===== src/rtl/dsp_i2s_transmitter.sv =====
// dsp_i2s_transmitter
//   Serializes stereo 16-bit samples onto an I2S link (BCLK, LRCLK, SDATA).
//   A one-entry holding register decouples the DSP sample strobe from the
//   serial frame. Sticky overrun/underrun flags report producer slips.
//
// Parameters
//   BCLK_HALF_PERIOD  clocks per BCLK half-period (>=1); frame = 64*H clocks
//
// Ports
//   clock          system clock, rising edge
//   reset          synchronous, active-high
//   sample_l/_r    signed 16-bit left/right sample, valid with sample_valid
//   sample_valid   one-cycle strobe
//   clear_flags    clears overrun/underrun (a coincident set event wins)
//   i2s_bclk       serial bit clock (phase[0])
//   i2s_lrclk      word select, 0 = left, 1 = right
//   i2s_sdata      serial data, MSB first, one-bit I2S delay
//   frame_start    one-cycle pulse on the first clock of each frame
//   overrun        sticky: held sample overwritten before transmission
//   underrun       sticky: frame started with no new sample
module dsp_i2s_transmitter #(
  parameter int unsigned BCLK_HALF_PERIOD = 1
) (
  input  logic        clock,
  input  logic        reset,
  input  logic [15:0] sample_l,
  input  logic [15:0] sample_r,
  input  logic        sample_valid,
  input  logic        clear_flags,
  output logic        i2s_bclk,
  output logic        i2s_lrclk,
  output logic        i2s_sdata,
  output logic        frame_start,
  output logic        overrun,
  output logic        underrun
);

  localparam int unsigned DW = (BCLK_HALF_PERIOD > 1) ? $clog2(BCLK_HALF_PERIOD) : 1;

  logic [DW-1:0] div_q, div_d;
  logic [5:0]    phase_q, phase_d;
  logic [31:0]   word_q, word_d;
  logic          prev_lsb_q, prev_lsb_d;
  logic [31:0]   hold_q, hold_d;
  logic          hold_full_q, hold_full_d;
  logic          overrun_q, overrun_d;
  logic          underrun_q, underrun_d;
  logic          bclk_q, bclk_d;
  logic          lrclk_q, lrclk_d;
  logic          sdata_q, sdata_d;
  logic          frame_start_q, frame_start_d;

  logic          tick;
  logic          load;
  logic          ovr_set;
  logic          und_set;
  logic [4:0]    bit_d;
  logic [4:0]    idx_d;

  assign tick = (div_q == DW'(BCLK_HALF_PERIOD - 1));
  assign load = tick && (phase_q == 6'd63);

  always_comb begin
    div_d       = tick ? '0 : div_q + DW'(1);
    phase_d     = tick ? phase_q + 6'd1 : phase_q;

    word_d      = word_q;
    prev_lsb_d  = prev_lsb_q;
    if (load) begin
      // Bit 0 of the next frame still belongs to the outgoing word.
      prev_lsb_d = word_q[0];
      if (hold_full_q) word_d = hold_q;
    end

    hold_d      = sample_valid ? {sample_l, sample_r} : hold_q;
    // In the load cycle the old contents leave for W, so a fresh strobe
    // simply refills the register rather than overrunning it.
    hold_full_d = load ? sample_valid : (hold_full_q | sample_valid);

    ovr_set     = sample_valid & hold_full_q & ~load;
    und_set     = load & ~hold_full_q;
    overrun_d   = (overrun_q  & ~clear_flags) | ovr_set;
    underrun_d  = (underrun_q & ~clear_flags) | und_set;

    // Outputs are registered from next-state counters so they line up
    // with the counter state that defines them.
    bit_d         = phase_d[5:1];
    idx_d         = 5'(6'd32 - {1'b0, bit_d});
    bclk_d        = phase_d[0];
    lrclk_d       = phase_d[5];
    frame_start_d = load;
    sdata_d       = sdata_q;
    if (tick && !phase_d[0]) begin
      sdata_d = (bit_d == 5'd0) ? prev_lsb_d : word_d[idx_d];
    end
  end

  always_ff @(posedge clock) begin
    if (reset) begin
      div_q         <= '0;
      phase_q       <= '0;
      word_q        <= '0;
      prev_lsb_q    <= 1'b0;
      hold_q        <= '0;
      hold_full_q   <= 1'b0;
      overrun_q     <= 1'b0;
      underrun_q    <= 1'b0;
      bclk_q        <= 1'b0;
      lrclk_q       <= 1'b0;
      sdata_q       <= 1'b0;
      frame_start_q <= 1'b0;
    end else begin
      div_q         <= div_d;
      phase_q       <= phase_d;
      word_q        <= word_d;
      prev_lsb_q    <= prev_lsb_d;
      hold_q        <= hold_d;
      hold_full_q   <= hold_full_d;
      overrun_q     <= overrun_d;
      underrun_q    <= underrun_d;
      bclk_q        <= bclk_d;
      lrclk_q       <= lrclk_d;
      sdata_q       <= sdata_d;
      frame_start_q <= frame_start_d;
    end
  end

  assign i2s_bclk    = bclk_q;
  assign i2s_lrclk   = lrclk_q;
  assign i2s_sdata   = sdata_q;
  assign frame_start = frame_start_q;
  assign overrun     = overrun_q;
  assign underrun    = underrun_q;

endmodule


===== config.mk =====
export PLATFORM = sky130hd
export DESIGN_NAME = dsp_i2s_transmitter
export DESIGN_NICKNAME = d
export VERILOG_FILES = /design/src/rtl/dsp_i2s_transmitter.sv
export SDC_FILE = /design/constraint.sdc
export NUM_CORES = 1
export LEC_CHECK = 0
export BUFFER_PORTS_ARGS = -buffer_cell sky130_fd_sc_hd__clkbuf_2
export CAP_MARGIN = 40
export CORE_ASPECT_RATIO = 0.8
export CORE_MARGIN = 2
export CORE_UTILIZATION = 55
export DETAILED_ROUTE_END_ITERATION = 12
export PLACE_DENSITY_LB_ADDON = 0.2
export SLEW_MARGIN = 20
export SYNTH_ARGS = -nofsm -noshare
export SYNTH_HDL_FRONTEND = slang
export SYNTH_SLANG_ARGS = --single-unit

===== constraint.sdc =====
create_clock -name clock -period 4.4 [get_ports clock]
set_clock_uncertainty 0.05 [all_clocks]
set_input_delay 0.88 -clock clock [delete_from_list [all_inputs] [get_ports clock]]
set_output_delay 0.88 -clock clock [all_outputs]
set_load 0.01 [all_outputs]

Yosys cells after proc, flatten, opt, wreduce, memory -nomap -nowiden
Cells that the tools add are included.
{"block": "classes", "add_sub_neg": 3, "n_lt_le_gt_ge": 1, "eq_ne": 1, "mux": 8, "bitwise_logic": 12, "reduce_logical": 5}
{"operator": "$mux 32", "n": 2}
{"operator": "$add 6x1->6 const B", "n": 1}
{"operator": "$eq 6x6->1 const B", "n": 1}
{"operator": "$lt 5x6->1 const B", "n": 1}
{"operator": "$mux 6", "n": 1}
{"operator": "$and 1x1->1", "n": 5}
{"operator": "$bmux 1 s5", "n": 1}
{"operator": "$logic_not 5->1", "n": 1}
{"operator": "$sub 1x5->5 const A", "n": 1}
{"operator": "$mux 1", "n": 4}
{"operator": "$not 1->1", "n": 4}
{"operator": "$or 1x1->1", "n": 3}
{"operator": "$logic_and 1x1->1", "n": 2}
{"operator": "$reduce_or 2->1", "n": 1}
{"operator": "$add 1x1->1 const B", "n": 1}
{"operator": "$logic_not 1->1", "n": 1}
{"block": "word_totals", "regBits": 79, "input_bits": 36, "out_inout_bits": 6, "word_cells": 42}

Depth between registers and ports, before layout
Gate-level depths: netlist (run 1).
{"block": "depth", "depth_word": 6, "depth_mapped": 14}

Worst setup path after synthesis (run 1)
No wires, ideal clock.
{"block": "synth_timing", "path_kind": "register to register", "start": "reg phase_q[0]", "end": "reg sdata_q, in the netlist i2s_sdata", "t_arrival_ns": 2.857, "required_time_ns": 4.271, "setup_slack_ns": 1.413, "stages_incl_launch_ff": 13, "synth_period_minus_slack_ns": 2.987, "cell_sequence": "dfxtp_1 -> ha_1 -> mux2_2 -> inv_1 -> buf_2 -> ha_1 -> clkbuf_1 -> and2_1 -> a311oi_1 -> and3_1 -> o22ai_1 -> and4bb_1 -> a211oi_2"}
{"block": "synth_via", "elab_chain_cells": 6}
{"element": "start: declaration", "line_no": "41", "text": "logic [5:0] phase_q, phase_d;"}
{"element": "start signal: assignment", "line_no": "114", "text": "phase_q <= phase_d;"}
{"element": "$add 6x1->6 or $eq 6x6->1 (tied branches)", "line_no": "65, 61"}
{"element": "$mux 6 or $logic_and 1x1->1 (tied branches)", "line_no": "65, 61"}
{"element": "$sub 1x5->5 or $mux 32 (tied branches)", "line_no": "88, 69"}
{"element": "$bmux 1 s5", "line_no": "94", "text": "sdata_d = (bit_d == 5'd0) ? prev_lsb_d : word_d[idx_d];"}
{"element": "$mux 1 (implied by the code)", "line_no": "94"}
{"element": "$mux 1", "line_no": "94"}
{"element": "end signal: assignment", "line_no": "123", "text": "sdata_q <= sdata_d;"}
{"element": "end: declaration", "line_no": "50", "text": "logic sdata_q, sdata_d;"}
Several ways; a longest one is shown, not always the timed one. The select of a mux whose other input is x is not followed.
A chain may end at the register's enable or synchronous reset.

Final worst setup path (run 1)
Same ends and word-level chain as after synthesis.

==> results by group, run 1 <==
Run status
  – Status: finished, final reports clean

Critical path
  – Crit end category: flip-flop
  – Slack of the worst reg-to-reg path: 1230 ps
  – Crit-path leading delay family: adder cells
  – Worst-path cell chain: ha_1 -> mux2_2 -> inv_1 -> ha_1 -> and2_1 -> a311oi_1 -> and3_1 -> o22ai_1 -> and4bb_1 -> a211oi_2
  – Worst path arrival time: 3400 ps
  – Crit path max-delay cell type: ha_1
  – WP buf/inv: 1
  – CP max stage delay: 480 ps
  – Req. time, crit path: 4630 ps
  – CP Max Fanout: 12
  – Startpoint types: flip-flop
  – Crit Path Class: reg -> reg
  – Cell mode on critical path: ha_1

Finish
  – Share of layout cells above drive strength 1: 19.0%
  – FILL cells: 520
  – Number of diodes: 0
  – Final core utilization: 63.7%
  – Area growth from synthesis to layout: 13.1%
  – Most frequent cells in the layout: dfxtp_1 (77), nor2_1 (72), mux2i_1 (60), clkbuf_2 (41), nand2_1 (13)
  – Nets: 404
  – Commonest non-fill, non-tap cell in the layout: dfxtp_1

Floorplan
  – Core footprint: 5880 µm²
  – Site row count: 25
  – Die width: 90.8 µm
  – Starting Density: 56.4%
  – Die height: 73.4 µm
  – I/O pins: 42
  – Die area: 6670 µm²

Synthesis
  – Syn_area_per_cell: 9.98 µm²
  – Mapped Nets: 372
  – Distinct cell type count after synthesis: 42
  – Yosys top cell area share: 46.5%
  – Most used DFF post-synth: dfxtp_1
  – Yosys warns: 0
  – FF+latch count, synth: 77
  – Synthesized area: 3310 µm²
  – Cells after Synth: 332
  – Top cell type by total area after synthesis: dfxtp_1
  – Seq/Total Area, Yosys: 46.5%
  – Async set-reset flop share out of synthesis: 0%
  – Top cells by area, synth: dfxtp_1 (47%), mux2i_1 (18%), nor2_1 (8.2%)
  – Post-synth EDFFs: 0

Clock network
  – Hold-fix buffers, CTS: 0
  – Post-CTS setup buffer count: 0
  – Clock buffer depth: 2
  – Sink Count: 77
  – CTS buffer count: 9
  – Root Driver: clkbuf_8
  – Clock Latency Late Sink: 350 ps
  – CTS tree: built
  – CTS HTree Levels: 3
  – CTS-repair resized insts: 0
  – Clk slew on worst S/H paths: 80 ps

STA
  – Final setup violation count: 0
  – Fin Hold WS: 429 ps
  – Worst-Margin Slew: 762 ps
  – Total negative slack: 0 ps
  – Slew Limit Fails: 0
  – Max Freq: 316 MHz
  – Worst Slack Setup Final: 1230 ps
  – Fin crit share: 72.0%
  – Slew headroom: 49.2%
  – Crit path time final: 3170 ps
  – Final hold viol count: 0
  – RSZ-0062 raised after global routing: false

Worst hold path
  – Worst min path class: reg -> reg

Power and ir drop
  – Pwr per Cell Area: 386 nW/µm²
  – Peak VDD IR: 0.238 mV
  – Pleak: 0.00161 µW
  – PnR Total Power: 1450 µW

Route
  – Post-route DRC violation count: 0
  – Post-DRT Antenna Nets: 0
  – DR iter-0 viols: 132
  – Drt wl/cell: 14.0 µm
  – Drt total wl: 6.29 mm
  – Total vias in the final route: 2,397
  – Via-to-Cell Ratio: 5.34
  – Number of detailed-route iterations in the first pass: 4

Global route
  – First-pass GRT wire length: 10.8 mm
  – Antenna violations before repair: 0
  – Total gr overflow: 0
  – GRT Total Usage: 20.8%
  – Largest net degree at the start of global routing: 78
  – Vias in the first global route: 2,247

Flow run
  – Number of max-cap violations: 0

Placement
  – Placement Setup Slack: 1230 ps
  – Routability cong.: 0.917
  – Hpwl dp: 4.33 mm
  – Port Buf Inserts: 41
==> Yosys cell counts (all sizes together), types with 2 or more instances <==
master   n
dfxtp   77
nor2    73
mux2i   60
nand2   13
nand3   13
a21oi   12
buf     11
clkbuf  11
o21ai    8
mux4     5
and2     4
ha       4
inv      4
o22ai    4
a22oi    3
and3     3
xnor2    3
and4b    2
nand4b   2
nor2b    2
xnor3    2
xor2     2
==> area by class of cell <==
type,count,area (µm²),area share (%)
clock inverters,3,43.8,1.17
well taps,81,101,2.70
repair buffers,43,240,6.41
clock buffers,12,165,4.41
multi-input cells,229,1640,43.8
flip-flops and latches,77,1540,41.1
inverters,4,15.0,0.401
==> where the power goes <==
| part | switching (µW) | leakage [µW] | total [µW] | internal, µW |
|---|---|---|---|---|
| sequential | 15.2 | 0.000628 | 733 | 718 |
| clock | 248 | 0.000108 | 553 | 305 |
| combinational | 84.2 | 0.000877 | 161 | 77.1 |
==> worst reg2reg max path, cell delays in order, from the launching register on <==
cell and delay [ps]:
dfxtp_1 400, ha_1 250, mux2_2 310, inv_1 350
ha_1 480, and2_1 260, a311oi_1 320, and3_1 210
o22ai_1 70, and4bb_1 230, a211oi_2 170
==> cell families (layout without fill, tap and decap cells) <==
logic type	after synthesis	in the layout	share of synthesized area, %
muxes	66	66	21.9
adders and majority gates	4	4	1.51
AOI/OAI and AO/OA	35	35	6.68
other	1	1	0.113
buffers and inverters	26	62	3.96
DFF	77	77	46.5
xor gates and xnor gates	7	7	2.68
and+or+nand+nor	116	116	16.7
==> worst paths after layout <==
path | end | depth (start not counted) | from
worst max register to register | i2s_sdata | 10 | phase_q[0]
worst min-delay path | word_q[3] | 2 | word_q[3]
worst min register to register | word_q[3] | 2 | word_q[3]
worst max-delay path | i2s_sdata | 10 | phase_q[0]
==> registers in the layout, summed over array words and instances (netlist names) <==
| signal | count |
|---|---|
| overrun | 1 |
| word_q | 32 |
| div_q | 1 |
| i2s_sdata | 1 |
| prev_lsb_q | 1 |
| phase_q | 6 |
| frame_start | 1 |
| underrun | 1 |
| hold_q | 32 |
| hold_full_q | 1 |
==> layer usage <==
layer	routed length, µm	GRT usage (%)	vias to the layer above
met2	2770	31.9	56
met3	313	6.87	7
met4	70	7.07	0
met5	0	0	-
li1	-	-	1217
met1	3140	28.0	1117
==> per-stage QoR <==
step | area [µm²] | instances
floorplan | 3310 | 332
global placement | 3510 | 433
detailed placement | 3540 | 434
CTS | 3750 | 449
global route | 3750 | 449
finish | 3750 | 449
No activity file was read; power rests on OpenSTA's default activity.
==> run 2, diff against run 1 <==
==> constraint.sdc (replaced) <==
create_clock -name clock -period 3.2 [get_ports clock]
set_clock_uncertainty 0.05 [all_clocks]
set_input_delay 0.64 -clock clock [delete_from_list [all_inputs] [get_ports clock]]
set_output_delay 0.64 -clock clock [all_outputs]
set_load 0.01 [all_outputs]
==> run 2 against run 1 <==
Net effect: global-route usage is essentially flat; core utilization is essentially flat; power grew 32%; register-to-register slack lost 970 ps; worst hold slack gained 1.3 ps; flip-flop and latch count is the same; setup slack lost 970 ps; cell count grew 0.67%; count of clock-buffer cells in the layout shrank 2; cell area is essentially flat; die area is the same; sequential power grew 38%; critical endpoint unchanged.
==> results by group, run 2 (synthesized netlist as in run 1, its figures left out) <==
Run status
  – Status: finished, final reports clean

Finish
  – Share of layout cells above drive strength 1: 19.9%
  – Commonest non-fill, non-tap cell in the layout: dfxtp_1
  – Nets: 406
  – Design area: 3750 µm²
  – Biggest regs: hold_q x32, word_q x32, phase_q x6
  – Most frequent cells in the layout: dfxtp_1 (77), nor2_1 (72), mux2i_1 (60), clkbuf_2 (41), nand2_1 (13)
  – Area growth from synthesis to layout: 13.0%
  – Number of diodes: 0

Floorplan
  – I/O pins: 42
  – Die area: 6670 µm²
  – Die height: 73.4 µm
  – Starting Density: 56.4%
  – Site row count: 25
  – Die width: 90.8 µm
  – Core footprint: 5880 µm²

Placement
  – Routability cong.: 0.849
  – Placement Cell Area: 3550 µm²
  – Placement Setup Slack: 178 ps
  – Hpwl dp: 4.38 mm
  – Port Buf Inserts: 41

STA
  – Max Freq: 340 MHz
  – Total negative slack: 0 ps
  – Worst Slack Setup Final: 257 ps
  – Slew headroom: 49.7%
  – Worst-Margin Slew: 755 ps
  – Crit path time final: 2940 ps
  – RSZ-0062 raised after global routing: false
  – Slew Limit Fails: 0
  – Final setup violation count: 0
  – Final hold viol count: 0
  – Fin crit share: 92.0%

Critical path
  – Crit Path Class: reg -> reg
  – Worst path arrival time: 3170 ps
  – CP Max Fanout: 6
  – Req. time, crit path: 3430 ps
  – Crit end category: flip-flop
  – Startpoint types: flip-flop

Global route
  – M3 GR Usage: 6.87%
  – Largest net degree at the start of global routing: 77
  – Total gr overflow: 0
  – GR Util met2: 32.2%
  – Met1 usage: 27.6%
  – Top Usage Layer GRT: met2
  – Antenna violations before repair: 0
  – GRT Total Usage: 20.8%
  – Vias in the first global route: 2,224
  – First-pass GRT wire length: 10.8 mm

Worst hold path
  – Worst min path class: reg -> reg

Route
  – Post-route DRC violation count: 0
  – Via-to-Cell Ratio: 5.27
  – Post-DRT Antenna Nets: 0
  – Drt wl/cell: 13.8 µm
  – Number of detailed-route iterations in the first pass: 4
  – DR iter-0 viols: 168
  – Total vias in the final route: 2,382
  – Drt total wl: 6.26 mm

Clock network
  – CTS buffer count: 9
  – Sink Count: 77
  – CTS tree: built
  – Clk slew on worst S/H paths: 80 ps
  – Root Driver: clkbuf_8
  – Post-CTS setup buffer count: 0
  – Clock Latency Late Sink: 360 ps
  – CTS HTree Levels: 3
  – Clock buffer depth: 2

Power and ir drop
  – Pwr per Cell Area: 509 nW/µm²
  – Peak VDD IR: 0.293 mV
  – Pleak: 0.00160 µW

Flow run
  – Number of max-cap violations: 0
-- run 2: layer usage --
layer  wire, µm  share of wire [%]  vias up
met2       2700                 43       62
li1           -                  -     1218
met3        357                5.7        8
met1       3120                 50     1094
met5          0                  0        -
met4         73                1.2        0
-- run 2: timing repair --
| item | 4_1_cts | 5_1_grt |
|---|---|---|
| setup endpoints to repair | 0 | 1 |
| resized for setup | 0 | 2 |
| hold buffers | 0 | 0 |
-- run 2: path summary, 6_finish.rpt --
path,start,end,slack [ps],cells after the start
worst max register to register,phase_q[0],i2s_sdata,260,14
worst min register to register,word_q[3],word_q[3],430,2
worst min-delay path,word_q[3],word_q[3],430,2
worst max-delay path,phase_q[0],i2s_sdata,260,14
-- run 2: layout make-up --
type | count | area (µm²)
Fill cell | 517 | 2130
Multi-Input combinational cell | 229 | 1650
Sequential cell | 77 | 1540
Timing Repair Buffer | 45 | 255
Clock buffer | 10 | 138
Tap cell | 81 | 101
Clock inverter | 6 | 46.3
Inverter | 4 | 15.0
-- run 2: metrics by stage --
stage / hold WS [ps] / utilization [%] / std cells / total power (µW)
floorplan: 391 / - / 332 / 1190
global placement: 410 / 60.0 / 435 / 1250
detailed placement: 417 / 60.4 / 436 / 1260
CTS: 427 / 63.6 / 452 / 1920
global route: 457 / 63.7 / 452 / 2010
finish: 430 / 63.7 / 452 / 1900
-- run 2: report_power, final --
| part | internal, µW | switching (µW) | leakage [µW] | total [µW] |
|---|---|---|---|---|
| clock network | 306 | 364 | 0.0000889 | 670 |
| logic | 109 | 118 | 0.000887 | 227 |
| registers | 987 | 21.3 | 0.000628 | 1010 |
| total | 1400 | 503 | 0.00160 | 1900 |
-- run 2: worst max-delay path: stages (launching register included) --
cell and delay [ps]:
dfxtp_1 390, ha_1 260, nor2b_4 210, nand2_1 80
nand3_1 100, o21a_1 120, o22ai_1 60, and2_1 170
ha_1 380, inv_1 60, a311oi_1 250, and3_1 210
o22ai_1 90, and4bb_1 250, a211oi_2 190
